### config.mk
export PLATFORM = sky130hd
export DESIGN_NAME = chisel_top
export DESIGN_NICKNAME = d
export VERILOG_FILES = /design/src/rtl/chisel_top.sv
export SDC_FILE = /design/constraint.sdc
export NUM_CORES = 1
export LEC_CHECK = 0
export CAP_MARGIN = 0
export CELL_PAD_IN_SITES_DETAIL_PLACEMENT = 0
export CELL_PAD_IN_SITES_GLOBAL_PLACEMENT = 1
export CORE_ASPECT_RATIO = 0.8
export CORE_MARGIN = 3
export CORE_UTILIZATION = 42
export CTS_CLUSTER_DIAMETER = 200
export DETAILED_ROUTE_END_ITERATION = 6
export HOLD_SLACK_MARGIN = 0.05
export PLACE_DENSITY_LB_ADDON = 0.1
export SLEW_MARGIN = 20
export SYNTH_ARGS = -nofsm -noshare
export SYNTH_HDL_FRONTEND = slang
export SYNTH_SLANG_ARGS = --single-unit
### constraint.sdc
create_clock -name clock -period 5 [get_ports clock]
set_clock_uncertainty 0.05 [all_clocks]
set_input_delay 1 -clock clock [delete_from_list [all_inputs] [get_ports clock]]
set_output_delay 1 -clock clock [all_outputs]
set_load 0.1 [all_outputs]
### src/rtl/chisel_top.sv
// Lab-board integration: PS/2 key decoder with seven-segment key display,
// 640x480@60 VGA colour-bar generator, and switch-to-LED mirror.
module chisel_top (
  input  logic        clock,
  input  logic        resetn,
  input  logic [15:0] io_sw,
  input  logic        io_ps2_clk,
  input  logic        io_ps2_data,
  output logic [15:0] io_ledr,
  output logic        io_VGA_CLK,
  output logic        io_VGA_HSYNC,
  output logic        io_VGA_VSYNC,
  output logic        io_VGA_BLANK_N,
  output logic [7:0]  io_VGA_R,
  output logic [7:0]  io_VGA_G,
  output logic [7:0]  io_VGA_B,
  output logic [7:0]  io_seg0,
  output logic [7:0]  io_seg1,
  output logic [7:0]  io_seg2,
  output logic [7:0]  io_seg3,
  output logic [7:0]  io_seg4,
  output logic [7:0]  io_seg5,
  output logic [7:0]  io_seg6,
  output logic [7:0]  io_seg7
);

  assign io_ledr    = io_sw;
  assign io_VGA_CLK = clock;

  logic [9:0] r_hcnt;
  logic [9:0] r_vcnt;
  logic [9:0] w_h;
  logic [2:0] w_bar;
  logic       w_vis;
  logic [7:0] w_inv;

  always_ff @(posedge clock or negedge resetn) begin
    if (!resetn) begin
      r_hcnt <= '0;
      r_vcnt <= '0;
    end else if (r_hcnt == 10'd799) begin
      r_hcnt <= '0;
      r_vcnt <= (r_vcnt == 10'd524) ? 10'd0 : r_vcnt + 10'd1;
    end else begin
      r_hcnt <= r_hcnt + 10'd1;
    end
  end

  assign w_vis = (r_hcnt >= 10'd144) && (r_hcnt < 10'd784) &&
                 (r_vcnt >= 10'd35)  && (r_vcnt < 10'd515);
  assign w_h   = r_hcnt - 10'd144;

  // Bar index h/80 as a compare ladder instead of a divider.
  always_comb begin
    w_bar = 3'd0;
    for (int i = 1; i < 8; i++) begin
      if (w_h >= 10'(i * 80)) w_bar = 3'(i);
    end
  end

  assign w_inv          = {8{io_sw[0]}};
  assign io_VGA_HSYNC   = (r_hcnt >= 10'd96);
  assign io_VGA_VSYNC   = (r_vcnt >= 10'd2);
  assign io_VGA_BLANK_N = w_vis;
  assign io_VGA_R       = w_vis ? ({8{w_bar[2]}} ^ w_inv) : 8'h00;
  assign io_VGA_G       = w_vis ? ({8{w_bar[1]}} ^ w_inv) : 8'h00;
  assign io_VGA_B       = w_vis ? ({8{w_bar[0]}} ^ w_inv) : 8'h00;

  logic [2:0] r_ps2c;
  logic [1:0] r_ps2d;
  logic [9:0] r_buf;
  logic [3:0] r_bitcnt;
  logic       r_rx_stb;
  logic [7:0] r_rx_byte;
  logic       w_fall;
  logic       w_frame_ok;

  assign w_fall = r_ps2c[2] & ~r_ps2c[1];
  // r_buf holds {parity, data[7:0], start}; the live data bit is the stop bit.
  assign w_frame_ok = ~r_buf[0] & r_ps2d[1] & (^r_buf[9:1]);

  always_ff @(posedge clock or negedge resetn) begin
    if (!resetn) begin
      r_ps2c    <= 3'b111;
      r_ps2d    <= 2'b11;
      r_buf     <= '0;
      r_bitcnt  <= '0;
      r_rx_stb  <= 1'b0;
      r_rx_byte <= '0;
    end else begin
      r_ps2c   <= {r_ps2c[1:0], io_ps2_clk};
      r_ps2d   <= {r_ps2d[0], io_ps2_data};
      r_rx_stb <= 1'b0;
      if (w_fall) begin
        if (r_bitcnt == 4'd10) begin
          r_bitcnt <= '0;
          if (w_frame_ok) begin
            r_rx_stb  <= 1'b1;
            r_rx_byte <= r_buf[8:1];
          end
        end else begin
          r_buf    <= {r_ps2d[1], r_buf[9:1]};
          r_bitcnt <= r_bitcnt + 4'd1;
        end
      end
    end
  end

  logic       r_brk;
  logic       r_held;
  logic [7:0] r_code;
  logic [7:0] r_last;
  logic       r_lastv;
  logic [3:0] r_tens;
  logic [3:0] r_units;

  always_ff @(posedge clock or negedge resetn) begin
    if (!resetn) begin
      r_brk   <= 1'b0;
      r_held  <= 1'b0;
      r_code  <= '0;
      r_last  <= '0;
      r_lastv <= 1'b0;
      r_tens  <= '0;
      r_units <= '0;
    end else if (r_rx_stb) begin
      r_last  <= r_rx_byte;
      r_lastv <= 1'b1;
      if (r_rx_byte == 8'hE0) begin
        r_brk <= r_brk;
      end else if (r_rx_byte == 8'hF0) begin
        r_brk <= 1'b1;
      end else if (r_brk) begin
        r_brk  <= 1'b0;
        r_held <= 1'b0;
      end else if (!r_held || (r_code != r_rx_byte)) begin
        // New key down; typematic repeats of the held key fall through.
        r_code <= r_rx_byte;
        r_held <= 1'b1;
        if (r_units == 4'd9) begin
          r_units <= 4'd0;
          r_tens  <= (r_tens == 4'd9) ? 4'd0 : r_tens + 4'd1;
        end else begin
          r_units <= r_units + 4'd1;
        end
      end
    end
  end

  function automatic logic [7:0] f_seg(input logic [3:0] d);
    case (d)
      4'h0: f_seg = 8'hC0;
      4'h1: f_seg = 8'hF9;
      4'h2: f_seg = 8'hA4;
      4'h3: f_seg = 8'hB0;
      4'h4: f_seg = 8'h99;
      4'h5: f_seg = 8'h92;
      4'h6: f_seg = 8'h82;
      4'h7: f_seg = 8'hF8;
      4'h8: f_seg = 8'h80;
      4'h9: f_seg = 8'h90;
      4'hA: f_seg = 8'h88;
      4'hB: f_seg = 8'h83;
      4'hC: f_seg = 8'hC6;
      4'hD: f_seg = 8'hA1;
      4'hE: f_seg = 8'h86;
      default: f_seg = 8'h8E;
    endcase
  endfunction

  assign io_seg0 = r_held  ? f_seg(r_code[3:0]) : 8'hFF;
  assign io_seg1 = r_held  ? f_seg(r_code[7:4]) : 8'hFF;
  assign io_seg2 = r_lastv ? f_seg(r_last[3:0]) : 8'hFF;
  assign io_seg3 = r_lastv ? f_seg(r_last[7:4]) : 8'hFF;
  assign io_seg4 = f_seg(r_units);
  assign io_seg5 = f_seg(r_tens);
  assign io_seg6 = 8'hFF;
  assign io_seg7 = 8'hFF;

endmodule

==> impl_metrics.tcl, run 1 <==
set metrics [dict create \
    synth.most_common_cell "dfrtp_1" \
    cts_tree "built" \
    drive_gt1_share_pct 14.9 \
    avgSynthCellArea_um2 9.21 \
    layoutNonFillerInstCount 827 \
    clkSlewWorstSetupHoldPaths_ns 0.05 \
    initial_utilization_pct 43.9 \
    cp.arrival_ns 3.70 \
    core_um2 13100 \
    worst_hold_path_type "register to register" \
    vias 4281 \
    drtIter0Drc 273 \
    fin_nets 713 \
    hold_violations 0 \
    antenna_found_initial 0 \
    setup_tns_ns 0 \
    grt_overflow_total 0 \
    die_h_um 111 \
    synth_ff_type "dfrtp_1" \
    async_reset_ff_share_pct 100 \
    slew_viol_final 0 \
    netlist_area_um2 5770 \
    p_per_area_nw_per_um2 444 \
    crit_chain "clkbuf_16 -> clkbuf_16 -> clkdlybuf4s50_1" \
    synth-seq-area-share_pct 32.6 \
    cpMostUsedCell "clkbuf_16" \
    num_rows 37 \
    worst_pin_slew_ns 0.990 \
    place_congestion 0.839 \
    ys_seq_elements 75 \
    cap_violations 0 \
    crit_required_ns 3.95 \
    synth.distinct_cells 62 \
    yosysWarnings 0 \
    cp_slowest_stage_delay_ns 0.95 \
    synth_cells 627 \
    hold_ws_ns 0.307 \
    placed_cells 809 \
    dp_hpwl_um 8290 \
    leakage_nw 2.77 \
    crit_path_end_kind "output port" \
    portBuffers 75 \
    path_class "clock port to output port" \
    dp_slack_ns 0.510 \
    clock_latency_ns 0.44 \
    crit_slowest_cell "clkdlybuf4s50_1" \
    grtUsageTotal_pct 15.4 \
    netlist.area_leader.share_pct 30.3 \
    critPathLaunchType "clock port" \
    cp_max_fo 2 \
    grt_pass1_wl_um 19600 \
    grt_pass1_vias 4040 \
    ios 128 \
    via_per_inst 5.18 \
    grt_setup_unrepaired "no" \
    yosysTopAreaCell "dfrtp_1" \
    final_antenna_net_count 0 \
    status "complete, no violations" \
    worst_slack_ns 0.247 \
    antenna_cells 0 \
    cts_resized 0 \
    synth_common_cells "dfrtp_1, buf_4, nand2_1, ha_1, o21ai_0" \
    post-route-util_pct 49.8 \
    irDropWorstVdd_v 0.000543 \
    wl_per_cell_um 13.7 \
    die_width_um 137 \
    syn2layout_area_growth_pct 13.5 \
    yosys-top-cells-area "dfrtp_1, ha_1, buf_4" \
    setup_viol 0 \
    cts_hold_buffers 0 \
    drt_first_pass_iters 4 \
    postCtsSetupBuffers 0 \
    wl_um 11400 \
    synth-edff-count 0 \
    grt_max_degree 76 \
    relSlewSlack_pct 33.8 \
    die_area_um2 15200 \
    drc 0 \
]
==> layer usage <==
metal	vias up	track usage (%)	wire, um
met1	2022	22.5	5710
met2	98	22.2	5020
met3	19	3.63	473
li1	2142	-	-
met5	-	0	0
met4	0	5.19	164
==> registers in the layout, indices dropped and copies added (netlist names), 2 cells and up <==
| register | cells |
|---|---|
| r_buf | 10 |
| r_ps2c | 3 |
| r_units | 4 |
| r_ps2d | 2 |
| r_rx_byte | 8 |
| r_last | 8 |
| r_tens | 4 |
| r_hcnt | 10 |
| r_bitcnt | 4 |
| r_vcnt | 10 |
| r_code | 8 |
==> report_power, final <==
part | switching [mW] | total [mW] | leakage, nW | internal (mW)
registers | 0.140 | 0.838 | 0.985 | 0.698
clock network | 0.302 | 0.761 | 0.173 | 0.459
logic | 0.949 | 1.31 | 1.61 | 0.363
total | 1.39 | 2.91 | 2.77 | 1.52
==> critical path, delay by kind of cell <==
family,cells,cell delay [ns]
buffers and inverters,3,1.20
==> cells in the final DEF, fill, tap and decap left out, types with 6 or more instances in the layout <==
cell type	synthesis	final
dfrtp_1	70	70
clkdlybuf4s50_1	0	49
nand2_1	48	48
ha_1	45	45
o21ai_0	43	43
inv_1	40	40
nor2_1	34	34
mux2_2	30	30
buf_4	61	27
xnor2_1	22	22
conb_1	1	22
nand3_1	20	20
o211ai_1	18	18
mux2i_1	17	15
a21oi_1	14	14
xor2_1	14	14
nand2b_1	13	13
clkbuf_16	0	12
nor2b_1	9	9
nor3_1	9	9
o22ai_1	6	6
and3_1	6	6
==> logic make-up (layout without fill, tap and decap cells) <==
logic type                 count (synthesis)  after routing  share of synthesized area [%]
muxes                                     52             52                           10.8
AOI/OAI and AO/OA                        125            125                           14.5
buffers and inverters                    131            135                           12.7
DFF                                       75             75                           32.6
other                                      1             22                         0.0650
and+or+nand+nor                          162            162                           14.2
adders and majority gates                 45             45                           9.76
xor gates and xnor gates                  36             36                           5.46
==> worst paths after layout <==
path                                       startpoint                 endpoint  slack (ns)  depth (start not counted)
worst max-delay path                            clock               io_VGA_CLK        0.25                          3
worst min-delay path              r_ps2c[0]$_DFF_PN1_      r_ps2c[1]$_DFF_PN1_        0.31                          0
worst max register to register  r_code[7]$_DFFE_PN0P_    r_tens[2]$_DFFE_PN0P_        2.54                          6
worst min register to register    r_ps2c[0]$_DFF_PN1_      r_ps2c[1]$_DFF_PN1_        0.31                          0
max in group asynchronous                      resetn  r_bitcnt[1]$_DFFE_PN0P_        3.64                          1
min in group asynchronous                      resetn      r_hcnt[0]$_DFF_PN0_        0.64                          1
==> per-stage QoR <==
step           total power [mW]  cell area [um^2]
3_5_place_dp               2.24              6220
5_1_grt                    3.05              6550
3_3_place_gp               2.24              6220
2_1_floorplan              2.04              5880
6_report                   2.91              6550
4_1_cts                    2.95              6550
==> layout make-up <==
type	instances	area, um^2
Inverter	41	154
Fill cell	1229	6590
Tap cell	175	219
Sequential cell	75	1880
Multi-Input combinational cell	442	3270
Timing Repair Buffer	75	683
Clock inverter	3	15.0
Clock buffer	16	332
No activity file was read; power rests on OpenSTA's default activity.
==> run 2, diff against run 1 <==
--- a/config.mk
+++ b/config.mk
@@ -15,7 +15,8 @@
 export DETAILED_ROUTE_END_ITERATION = 6
 export HOLD_SLACK_MARGIN = 0.05
 export PLACE_DENSITY_LB_ADDON = 0.1
-export SLEW_MARGIN = 20
+export SETUP_SLACK_MARGIN = 0.5
+export SLEW_MARGIN = 10
 export SYNTH_ARGS = -nofsm -noshare
 export SYNTH_HDL_FRONTEND = slang
 export SYNTH_SLANG_ARGS = --single-unit
==> impl_metrics.tcl, run 2 (same netlist as run 1, synthesis figures left out) <==
set metrics [dict create \
    slew_viol_final 0 \
    cap_violations 0 \
    setup_viol 0 \
    syn2layout_area_growth_pct 14.6 \
    crit_chain "clkbuf_16 -> clkbuf_16 -> dlygate4sd2_1" \
    final_antenna_net_count 0 \
    relSlewSlack_pct 33.5 \
    crit_path_end_kind "output port" \
    clock_latency_ns 0.44 \
    p_per_area_nw_per_um2 454 \
    rrSetupSlack_ns 2.51 \
    core_um2 13100 \
    r2r-end "r_tens[2]$_DFFE_PN0P_" \
    die_area_um2 15200 \
    worstRegToRegCells 6 \
    grtUsageTotal_pct 15.2 \
    grt_setup_unrepaired "no" \
    antenna_found_initial 0 \
    critPathLaunchType "clock port" \
    vias 4261 \
    wl_per_cell_um 13.4 \
    whs_path_depth 0 \
    clkSlewWorstSetupHoldPaths_ns 0.06 \
    n_fill_cell 1212 \
    final_common_cell "dfrtp_1" \
    drive_gt1_share_pct 15.6 \
    drt_first_pass_iters 4 \
    wl_um 11100 \
    dp_hpwl_um 8100 \
    crit_slowest_cell "dlygate4sd2_1" \
    cp_max_fo 2 \
    timing.rr.start "r_code[7]$_DFFE_PN0P_" \
    die_h_um 111 \
    drc 0 \
    cp.arrival_ns 3.33 \
    ios 128 \
    crit_path_end "io_VGA_CLK" \
    cp_slowest_stage_delay_ns 0.58 \
    leakage_nw 2.79 \
    final_cell_mix "dfrtp_1, nand2_1, clkdlybuf4s50_1, ha_1, o21ai_0" \
    irDropWorstVdd_v 0.000240 \
    grt_pass1_wl_um 19500 \
    fin_nets 713 \
    die_width_um 137 \
    antenna_cells 0 \
    crit_start "clock" \
    status "complete, no violations" \
    cpMostUsedCell "clkbuf_16" \
    portBuffers 75 \
    worst_pin_slew_ns 0.995 \
    hold_violations 0 \
    crit_required_ns 3.95 \
    worst_hold_path_type "register to register" \
    grt_overflow_total 0 \
    place_congestion 0.870 \
    num_rows 37 \
    setup_tns_ns 0 \
    drtIter0Drc 213 \
    cts_tree "built" \
    via_per_inst 5.15 \
    worst_slack_ns 0.618 \
    biggestRegsByFlops "r_buf (10), r_hcnt (10), r_vcnt (10)" \
    dp_slack_ns 0.510 \
    grt_pass1_vias 4044 \
    initial_utilization_pct 43.9 \
    grt_max_degree 76 \
    postCtsSetupBuffers 0 \
    path_class "clock port to output port" \
]
[run 2: power by group]
group / internal [mW] / total, mW / switching, mW
logic: 0.363 / 1.31 / 0.945
clock network: 0.542 / 0.859 / 0.317
registers: 0.698 / 0.837 / 0.139
total: 1.60 / 3.00 / 1.40
[run 2: stage by stage]
step / hold slack, ns / total power, mW / instance area, um^2 / util [%] / instances
global route: 0.310 / 3.15 / 6620 / 50.3 / 828
CTS: 0.306 / 3.04 / 6610 / 50.3 / 828
finish: 0.302 / 3.00 / 6620 / 50.3 / 828
detailed placement: 0.297 / 2.24 / 6230 / 47.4 / 809
global placement: 0.298 / 2.23 / 6230 / 47.4 / 809
floorplan: 0.295 / 2.04 / 6060 / - / 648
[run 2: worst min-delay path by stage]
stage                              startpoint                  end  slack (ns)
after global routing      r_ps2d[0]$_DFF_PN1_  r_ps2d[1]$_DFF_PN1_        0.31
after CTS                 r_ps2d[0]$_DFF_PN1_  r_ps2d[1]$_DFF_PN1_        0.31
after global placement    r_ps2c[0]$_DFF_PN1_  r_ps2c[1]$_DFF_PN1_        0.30
after floorplan           r_ps2c[0]$_DFF_PN1_  r_ps2c[1]$_DFF_PN1_        0.30
after detailed placement  r_ps2c[0]$_DFF_PN1_  r_ps2c[1]$_DFF_PN1_        0.30
final                     r_ps2d[0]$_DFF_PN1_  r_ps2d[1]$_DFF_PN1_        0.30
[run 2: cell type report]
| class | instances | area (um^2) | area share [%] |
|---|---|---|---|
| flip-flops and latches | 75 | 1880 | 28.5 |
| well taps | 175 | 219 | 3.31 |
| inverters | 41 | 154 | 2.33 |
| multi-input cells | 442 | 3280 | 49.6 |
| repair buffers | 75 | 683 | 10.3 |
| clock inverters | 6 | 80.1 | 1.21 |
| clock buffers | 14 | 313 | 4.73 |
[run 2: critical path: cells and delay by family]
kind,cells,cell delay (ns)
buf+inv,3,0.83
[run 2: metal layers]
metal | vias up | GRT usage, % | share of wire (%)
li1 | 2141 | - | -
met1 | 2010 | 21.3 | 48
met2 | 92 | 22.8 | 46
met3 | 18 | 4.22 | 4.9
met4 | 0 | 4.65 | 1.1
met5 | - | 0 | 0
[run 2: what timing repair did]
item,in CTS,in global routing
hold buffers,0,0
endpoints found under the setup margin,1,16
hold endpoints to repair,0,0
gates resized for setup,1,2
